**config.mk**
```make
export PLATFORM = sky130hd
export DESIGN_NAME = lsu_tlbrd_seq
export DESIGN_NICKNAME = d
export VERILOG_FILES = /design/src/rtl/lsu_tlbrd_seq.sv
export SDC_FILE = /design/constraint.sdc
export NUM_CORES = 1
export LEC_CHECK = 0
export CORE_MARGIN = 3
export CORE_UTILIZATION = 43
export DETAILED_ROUTE_END_ITERATION = 12
export PLACE_DENSITY = 0.91
export SLEW_MARGIN = 20
export SYNTH_ARGS = -nofsm -noshare
export SYNTH_HDL_FRONTEND = slang
export SYNTH_SLANG_ARGS = --single-unit
```
**constraint.sdc**
```tcl
create_clock -name rclk -period 3.1 [get_ports rclk]
set_input_delay 0.775 -clock rclk [delete_from_list [all_inputs] [get_ports rclk]]
set_output_delay 0.775 -clock rclk [all_outputs]
set_load 0.05 [all_outputs]
```
**src/rtl/lsu_tlbrd_seq.sv**
```systemverilog
// TLB read sequencer: round-robin arbitration of per-thread TTE tag/data reads,
// fixed 4-cycle IDLE/ISSUE/WAIT/RESP sequence, parity check and error logging.
module lsu_tlbrd_seq #(
    parameter int NTHR   = 4,
    parameter int TAG_W  = 59,
    parameter int DATA_W = 43,
    parameter int IDX_W  = 6,
    parameter int CNT_W  = 8
) (
    input  logic                  rclk,
    input  logic                  arst_l,
    input  logic [NTHR-1:0]       rd_req,
    input  logic [NTHR-1:0]       rd_is_data,
    input  logic [NTHR*IDX_W-1:0] rd_idx,
    input  logic [NTHR-1:0]       rd_kill,
    output logic                  tlb_rd_en,
    output logic [IDX_W-1:0]      tlb_rd_idx,
    input  logic [TAG_W-1:0]      tlb_rd_tte_tag,
    input  logic [DATA_W-1:0]     tlb_rd_tte_data,
    input  logic                  tlb_rd_tte_tag_parity,
    input  logic                  tlb_rd_tte_data_parity,
    output logic [NTHR-1:0]       rd_ack,
    output logic [63:0]           rd_data,
    output logic                  rd_perr,
    input  logic [NTHR-1:0]       perr_clr,
    output logic [NTHR-1:0]       perr_log,
    input  logic                  perr_cnt_clr,
    output logic [CNT_W-1:0]      perr_cnt
);

    localparam int PTR_W = (NTHR > 1) ? $clog2(NTHR) : 1;

    typedef enum logic [1:0] {S_IDLE, S_ISSUE, S_WAIT, S_RESP} state_t;

    state_t           r_state;
    logic [PTR_W-1:0] r_ptr;
    logic [PTR_W-1:0] r_grant;
    logic             r_is_data;
    logic             r_killed;
    logic             r_err;
    logic             r_tlb_en;
    logic [IDX_W-1:0] r_tlb_idx;
    logic [63:0]      r_rd_data;
    logic [NTHR-1:0]  r_log;
    logic [CNT_W-1:0] r_cnt;

    logic [NTHR-1:0]  w_elig;
    logic             w_found;
    logic [PTR_W-1:0] w_gnt;
    logic [PTR_W-1:0] w_cand;
    logic [PTR_W-1:0] w_ptr_nxt;
    logic             w_kill_now;
    logic             w_dead;
    logic             w_tag_err;
    logic             w_data_err;
    logic             w_err;
    logic             w_resp_ok;
    logic             w_inc;
    logic [NTHR-1:0]  w_onehot;
    logic [NTHR-1:0]  w_set;

    // First eligible thread at or after the pointer, wrapping.
    always_comb begin
        w_elig  = rd_req & ~rd_kill;
        w_found = 1'b0;
        w_gnt   = '0;
        w_cand  = '0;
        for (int i = 0; i < NTHR; i++) begin
            w_cand = PTR_W'((int'(r_ptr) + i) % NTHR);
            if (!w_found && w_elig[w_cand]) begin
                w_found = 1'b1;
                w_gnt   = w_cand;
            end
        end
    end

    assign w_ptr_nxt  = (w_gnt == PTR_W'(NTHR - 1)) ? '0 : w_gnt + PTR_W'(1);
    assign w_kill_now = rd_kill[r_grant];
    assign w_dead     = r_killed | w_kill_now;
    assign w_tag_err  = tlb_rd_tte_tag_parity ^ (^tlb_rd_tte_tag);
    assign w_data_err = tlb_rd_tte_data_parity ^ (^tlb_rd_tte_data);
    assign w_err      = r_is_data ? w_data_err : w_tag_err;
    // A kill on the granted thread arriving as late as RESP still squashes the response.
    assign w_resp_ok  = (r_state == S_RESP) && !w_dead;
    assign w_onehot   = NTHR'(1) << r_grant;
    assign w_inc      = w_resp_ok && r_err;
    assign w_set      = w_inc ? w_onehot : '0;

    always_ff @(posedge rclk or negedge arst_l) begin
        if (!arst_l) begin
            r_state   <= S_IDLE;
            r_ptr     <= '0;
            r_grant   <= '0;
            r_is_data <= 1'b0;
            r_killed  <= 1'b0;
            r_err     <= 1'b0;
            r_tlb_en  <= 1'b0;
            r_tlb_idx <= '0;
            r_rd_data <= '0;
        end else begin
            case (r_state)
                S_IDLE: begin
                    if (w_found) begin
                        r_state   <= S_ISSUE;
                        r_grant   <= w_gnt;
                        r_is_data <= rd_is_data[w_gnt];
                        r_tlb_idx <= rd_idx[w_gnt*IDX_W +: IDX_W];
                        r_ptr     <= w_ptr_nxt;
                        r_tlb_en  <= 1'b1;
                        r_killed  <= 1'b0;
                    end
                end
                S_ISSUE: begin
                    r_state  <= S_WAIT;
                    r_tlb_en <= 1'b0;
                    if (w_kill_now) r_killed <= 1'b1;
                end
                S_WAIT: begin
                    r_state  <= S_RESP;
                    r_killed <= w_dead;
                    r_err    <= w_err;
                    // rd_data only moves for a response that may still be acked.
                    if (!w_dead)
                        r_rd_data <= r_is_data ? 64'(tlb_rd_tte_data) : 64'(tlb_rd_tte_tag);
                end
                S_RESP: r_state <= S_IDLE;
                default: r_state <= S_IDLE;
            endcase
        end
    end

    always_ff @(posedge rclk or negedge arst_l) begin
        if (!arst_l) begin
            r_log <= '0;
            r_cnt <= '0;
        end else begin
            r_log <= (r_log & ~perr_clr) | w_set;
            if (perr_cnt_clr)
                r_cnt <= w_inc ? CNT_W'(1) : '0;
            else if (w_inc && !(&r_cnt))
                r_cnt <= r_cnt + CNT_W'(1);
        end
    end

    assign tlb_rd_en  = r_tlb_en;
    assign tlb_rd_idx = r_tlb_idx;
    assign rd_ack     = w_resp_ok ? w_onehot : '0;
    assign rd_data    = r_rd_data;
    assign rd_perr    = w_inc;
    assign perr_log   = r_log;
    assign perr_cnt   = r_cnt;

endmodule

```
# --- Yosys cells after proc, flatten, opt, wreduce, memory -nomap -nowiden ---
# Cells that the tools add are included.
totals:
  regBits: 92
  output_inout_bits: 88
  word_cells: 97
op_classes:
  add_sub_neg: 5
  multipliers: 1
  magnitude_cmp: 6
  n_eq_ne: 6
  n_shift: 2
  mux: 35
  n_bitwise: 9
  reduce_logical: 22
ops:
  columns: ["op", "n"]
  rows:
  - ["2-to-1 mux 59 bit", 1]
  - ["XOR reduction 59 bit", 1]
  - ["XOR reduction 43 bit", 1]
  - ["indexed part select 24 x 6 -> 6 bit", 1]
  - ["less-than comparator 2 x 3 -> 1 bit (second input constant)", 6]
  - ["2-to-1 mux 8 bit", 2]
  - ["2-to-1 mux 1 bit", 15]
  - ["binary-select mux 1 bit (select 2 bit)", 6]
  - ["2-to-1 mux 2 bit", 6]
  - ["adder 8 x 1 -> 8 bit (second input constant)", 1]
  - ["bitwise AND 4 bit", 2]
  - ["2-to-1 mux 4 bit", 2]
  - ["inverter 4 bit", 2]
  - ["one-hot mux 2 bit (4 select lines)", 1]
  - ["AND reduction 8 bit", 1]
  - ["equality test 2 bit (second input constant)", 3]
  - ["logical AND 1 bit", 6]
  - ["AND reduction 2 bit", 3]
  - ["logical NOT 1 bit", 5]
  - ["adder 2 x 1 -> 2 bit (second input constant)", 2]
  - ["adder 2 bit (second input constant)", 2]
  - ["multiplier 2 x 2 -> 4 bit (second input constant)", 1]
  - ["inequality test 2 bit (second input constant)", 2]
  - ["OR 4 bit", 1]
  - ["11 further kinds", 13]

# --- Logic depth before layout (Yosys ltp) ---
logic_depth:
  depth_word: 16
  mapped_depth: 8
  mapped_depth_nobuf: 8

# --- Worst setup path after synthesis ---
# No wires, ideal clock.
synth_path:
  path_type: "in2out"
  start: "input port rd_kill[3]"
  end: "output port rd_ack[0]"
  arrival_time_ns: 2.834
  t_required_ns: 2.325
  setup_slack_ns: -0.509
  stages: 3
  n_path_buf: 0
  path_cell_list: "mux4_2 > or3b_2 > nor3_1"
synth_between:
  elab_chain_cells: 6
synth_lines:
  columns: ["item", "line", "text"]
  rows:
  - ["from (decl)", "15", "input logic [NTHR-1:0] rd_kill,"]
  - ["binary-select mux 1 bit (select 2 bit)", "78", "assign w_kill_now = rd_kill[r_grant];"]
  - ["2-to-1 mux 1 bit (not written as such)", "78", null]
  - ["OR 1 bit", "79", "assign w_dead = r_killed | w_kill_now;"]
  - ["logical NOT 1 bit", null, null]
  - ["logical AND 1 bit", "84", "assign w_resp_ok = (r_state == S_RESP) && !w_dead;"]
  - ["2-to-1 mux 4 bit", "147", "assign rd_ack = w_resp_ok ? w_onehot : '0;"]
  - ["to (decl)", "22", "output logic [NTHR-1:0] rd_ack,"]
# No other way between the ends. The select of a mux whose other input is x is not followed.

# --- Worst setup path in the final report ---
# Ends and elaborated chain as after synthesis.

==> key figures <==
Routing
  – Vias: 4626
  – Routed wire length: 15.5 mm
  – DRT met1 WL: a little over 6 mm
  – Top layer in use: met4
  – Post-DR vias/cell: 5.09
  – TritonRoute pass-1 iters: 4
  – Routed WL per cell: ~17 um
  – Antenna Nets Post-Route: 0
  – Met2 WL post-DR: 7.86 mm
  – DR iter-0 viols: about 210
  – DRC Markers: 0
  – Routed length on met3: 1.16 mm

Place
  – Port Buffer Count: 229
  – Post-DP HPWL: 12.2 mm
  – Area after DPL: 7780 sq um
  – Post-placement setup slack: -0.302 ns
  – RD Place Congestion: 0.822

STA
  – Period Utilization, post-route: a little over nine tenths
  – Hold Slack: approximately 0.43 ns
  – Relative slew margins: between 60% and 70%
  – Clock skew: 0.00625 ns
  – Final setup fails: 0
  – Upper clock frequency limit: 0.331 GHz
  – Worst-margin pin slew: between 0.5 and 0.6 ns
  – Post-Route Setup TNS: 0 ns
  – RSZ-0062 raised after global routing: false
  – Min Tclk post-route: 3.02 ns
  – Post-route setup slack: 0.0783 ns
  – Final Hold Vio Count: 0
  – Max Transition Viols Final: 0

Floorplan
  – Row cnt: 39
  – I/O Pins: 235
  – Die H: 116 um
  – Core area: 11700 sq um
  – DIE AREA: 13500 sq um
  – Initial Util: 44.8%
  – Die W: 116 um

Cells and area
  – Layout cell share with drive strength beyond 1: under 10%
  – Reg area: 2180 sq um
  – Antenna Cells: 0
  – Area grow syn2layout: 55.2%
  – Multi-input logic area: 2920 sq um
  – Finished Cell Area: 8110 sq um
  – Fill cell total of the finished layout: 865
  – Nets@finish: around 910

Synth
  – Yosys cell types: 39
  – Synthesized instance count: 532
  – Syn Area/Cell: 9.82 sq um
  – EDFF count, synth: 0
  – Largest area contributor in the netlist: dfrtp_1
  – Commonest register cell after synthesis: dfrtp_1
  – Largest cells by area after synthesis: dfrtp_1 (42%), xnor2_1 (14%), mux2i_1 (11%), nand2_1 (6.8%), o21ai_0 (5.5%)
  – Area share of the largest cell type after synthesis: 41.7%
  – Yosys reg bits: 87
  – Post-Syn Area: 5230 sq um
  – Yosys warnings: 0
  – Async SR Flop Fraction: 100%
  – Register area share after synthesis: 41.7%

Run
  – Max-cap viol count: 0

Clocking
  – Num Clock Sinks: 87
  – Clock latency at the later pin of the worst-skew pair: 0.33 ns
  – CTS Buffer Depth: 2
  – Worst-path clk slew: around 0.07 ns
  – H-tree levels: 3
  – CTS tree: yes
  – Num CTS Buffers: 9
  – Root Driver: clkbuf_16

Pwr
  – Power Density: just over 900 nW/um^2
  – Worst vdd ir: about 0.00046 V
  – Overall Power: 7.44 mW
  – Leak Pwr: 3.47 nW

Worst hold path
  – Hold WC Path Type: input port to asynchronous set/reset pin

Setup path
  – CP max FO: 4
  – Critical path type: input port to output port
  – CP max stage cell: mux4_2
  – CP Launch Type: input port
  – WP data arrival: 2.25 ns
  – CP required: between 2 and 2.5 ns
  – CP Capture Type: output port
  – Max incr delay on CP: about 0.51 ns
  – Crit path cell chain: clkdlybuf4s15_1 > mux4_2 > or3b_4 > nor3_4 > buf_12

Global routing
  – GRT Util Overall: 22.8%
  – Largest net degree at the start of global routing: 103
  – Total gr overflow: 0
  – Initial antenna violation count: 0
  – Number of global-route vias before repair: around 4900
  – Global-route wire length before repair: ~24 mm

Run status
  – Status: complete, no violations
path summary, 6_finish.rpt:
path / cells past startpoint / slack (ns) / end / from
setup reg to reg: 7 / 0.51 / perr_cnt[5] / r_grant[1]
max in group asynchronous: 2 / 2.02 / rd_data[3] / arst_l
hold / removal: 1 / 0.43 / rd_data[29] / arst_l
hold reg to reg: 2 / 0.47 / rd_data[46] / rd_data[46]
setup / recovery: 5 / 0.08 / rd_ack[0] / rd_kill[3]
min in group rclk: 2 / 0.47 / rd_data[46] / rd_data[46]
where the power goes:
| part | internal (mW) | switching (mW) | leakage (nW) |
|---|---|---|---|
| combinational | 1.75 | 2.65 | 2.21 |
| clock | 0.633 | 0.469 | 0.143 |
| sequential | 1.59 | 0.340 | 1.11 |
| total | 3.97 | 3.46 | 3.47 |
critical path: cells and delay by family:
family | cells | cell delay [ns]
buffers and inverters | 2 | 0.34
muxes | 1 | 0.51
and+or+nand+nor | 2 | 0.61
flip-flops by register name (all words and copies together), names as in the netlist:
name        count
r_grant         2
tlb_rd_en       1
perr_cnt        8
perr_log        4
r_err           1
rd_data        59
r_state         2
r_killed        1
r_ptr           2
tlb_rd_idx      6
r_is_data       1
cell usage after synthesis (all sizes together) (2+ instances only):
library cell / n
xnor2: 85
xor2: 14
or3b: 2
o22ai: 5
a21oi: 7
nand3b: 16
o21ai: 57
buf: 7
mux2i: 59
ha: 7
nor2b: 2
nor2: 15
nand2: 94
nand4: 2
dfrtp: 87
xnor3: 4
nor3: 4
mux2: 8
inv: 13
nand2b: 6
clkbuf: 22
through the flow:
step	utilization, %	cells
global route	69.5	908
global placement	66.7	892
CTS	69.5	908
finish	69.5	908
floorplan	-	536
detailed placement	66.7	892
kinds of logic after synthesis:
logic type | after synthesis | share of synthesized area, %
flops | 87 | 41.7
other cells | 1 | 0.0718
mux | 68 | 13.5
buf+inv | 42 | 3.42
simple gates | 146 | 13.0
fa+ha+maj | 7 | 1.68
xor+xnor | 103 | 18.3
compound gates | 78 | 8.38
metal layers:
layer	up-vias	track usage, %
met5	-	0
met4	0	7.89
met3	29	5.44
met2	189	40.5
met1	2174	27.0
li1	2234	-
layout by cell type, fill, tap and decap left out, types with 2 or more instances in the layout:
cell,count
nor3_1,3
o22ai_1,4
buf_12,8
mux2_2,8
dfrtp_1,85
inv_1,12
conb_1,5
mux2i_1,59
dfrtp_2,2
nand2_1,94
xor2_1,14
or3b_4,2
clkdlybuf4s15_1,4
xnor3_1,4
xnor2_1,85
nand3b_1,16
clkbuf_16,9
nor2_1,12
nor2_2,3
inv_6,2
buf_4,11
clkdlybuf4s50_1,219
clkinv_4,2
nor2b_1,2
nand2b_1,6
clkinvlp_4,2
ha_1,7
o21ai_0,57
a21oi_1,7
final cells by class:
cell class / count / share of cell area [%]
well taps: 143 / 2.21
multi-input cells: 407 / 36.0
inverters: 13 / 0.602
clock buffers: 9 / 2.78
flip-flops and latches: 87 / 26.9
repair buffers: 242 / 30.5
clock inverters: 7 / 0.987
what timing repair did:
action | CTS | global route
gates resized for setup | 14 | 2
hold buffers | 0 | 0
gates cloned | 0 | 0
setup buffers | 0 | 0
pin swaps | 2 | 2
setup endpoints to repair | 5 | 3
No activity file was read; power rests on OpenSTA's default activity.
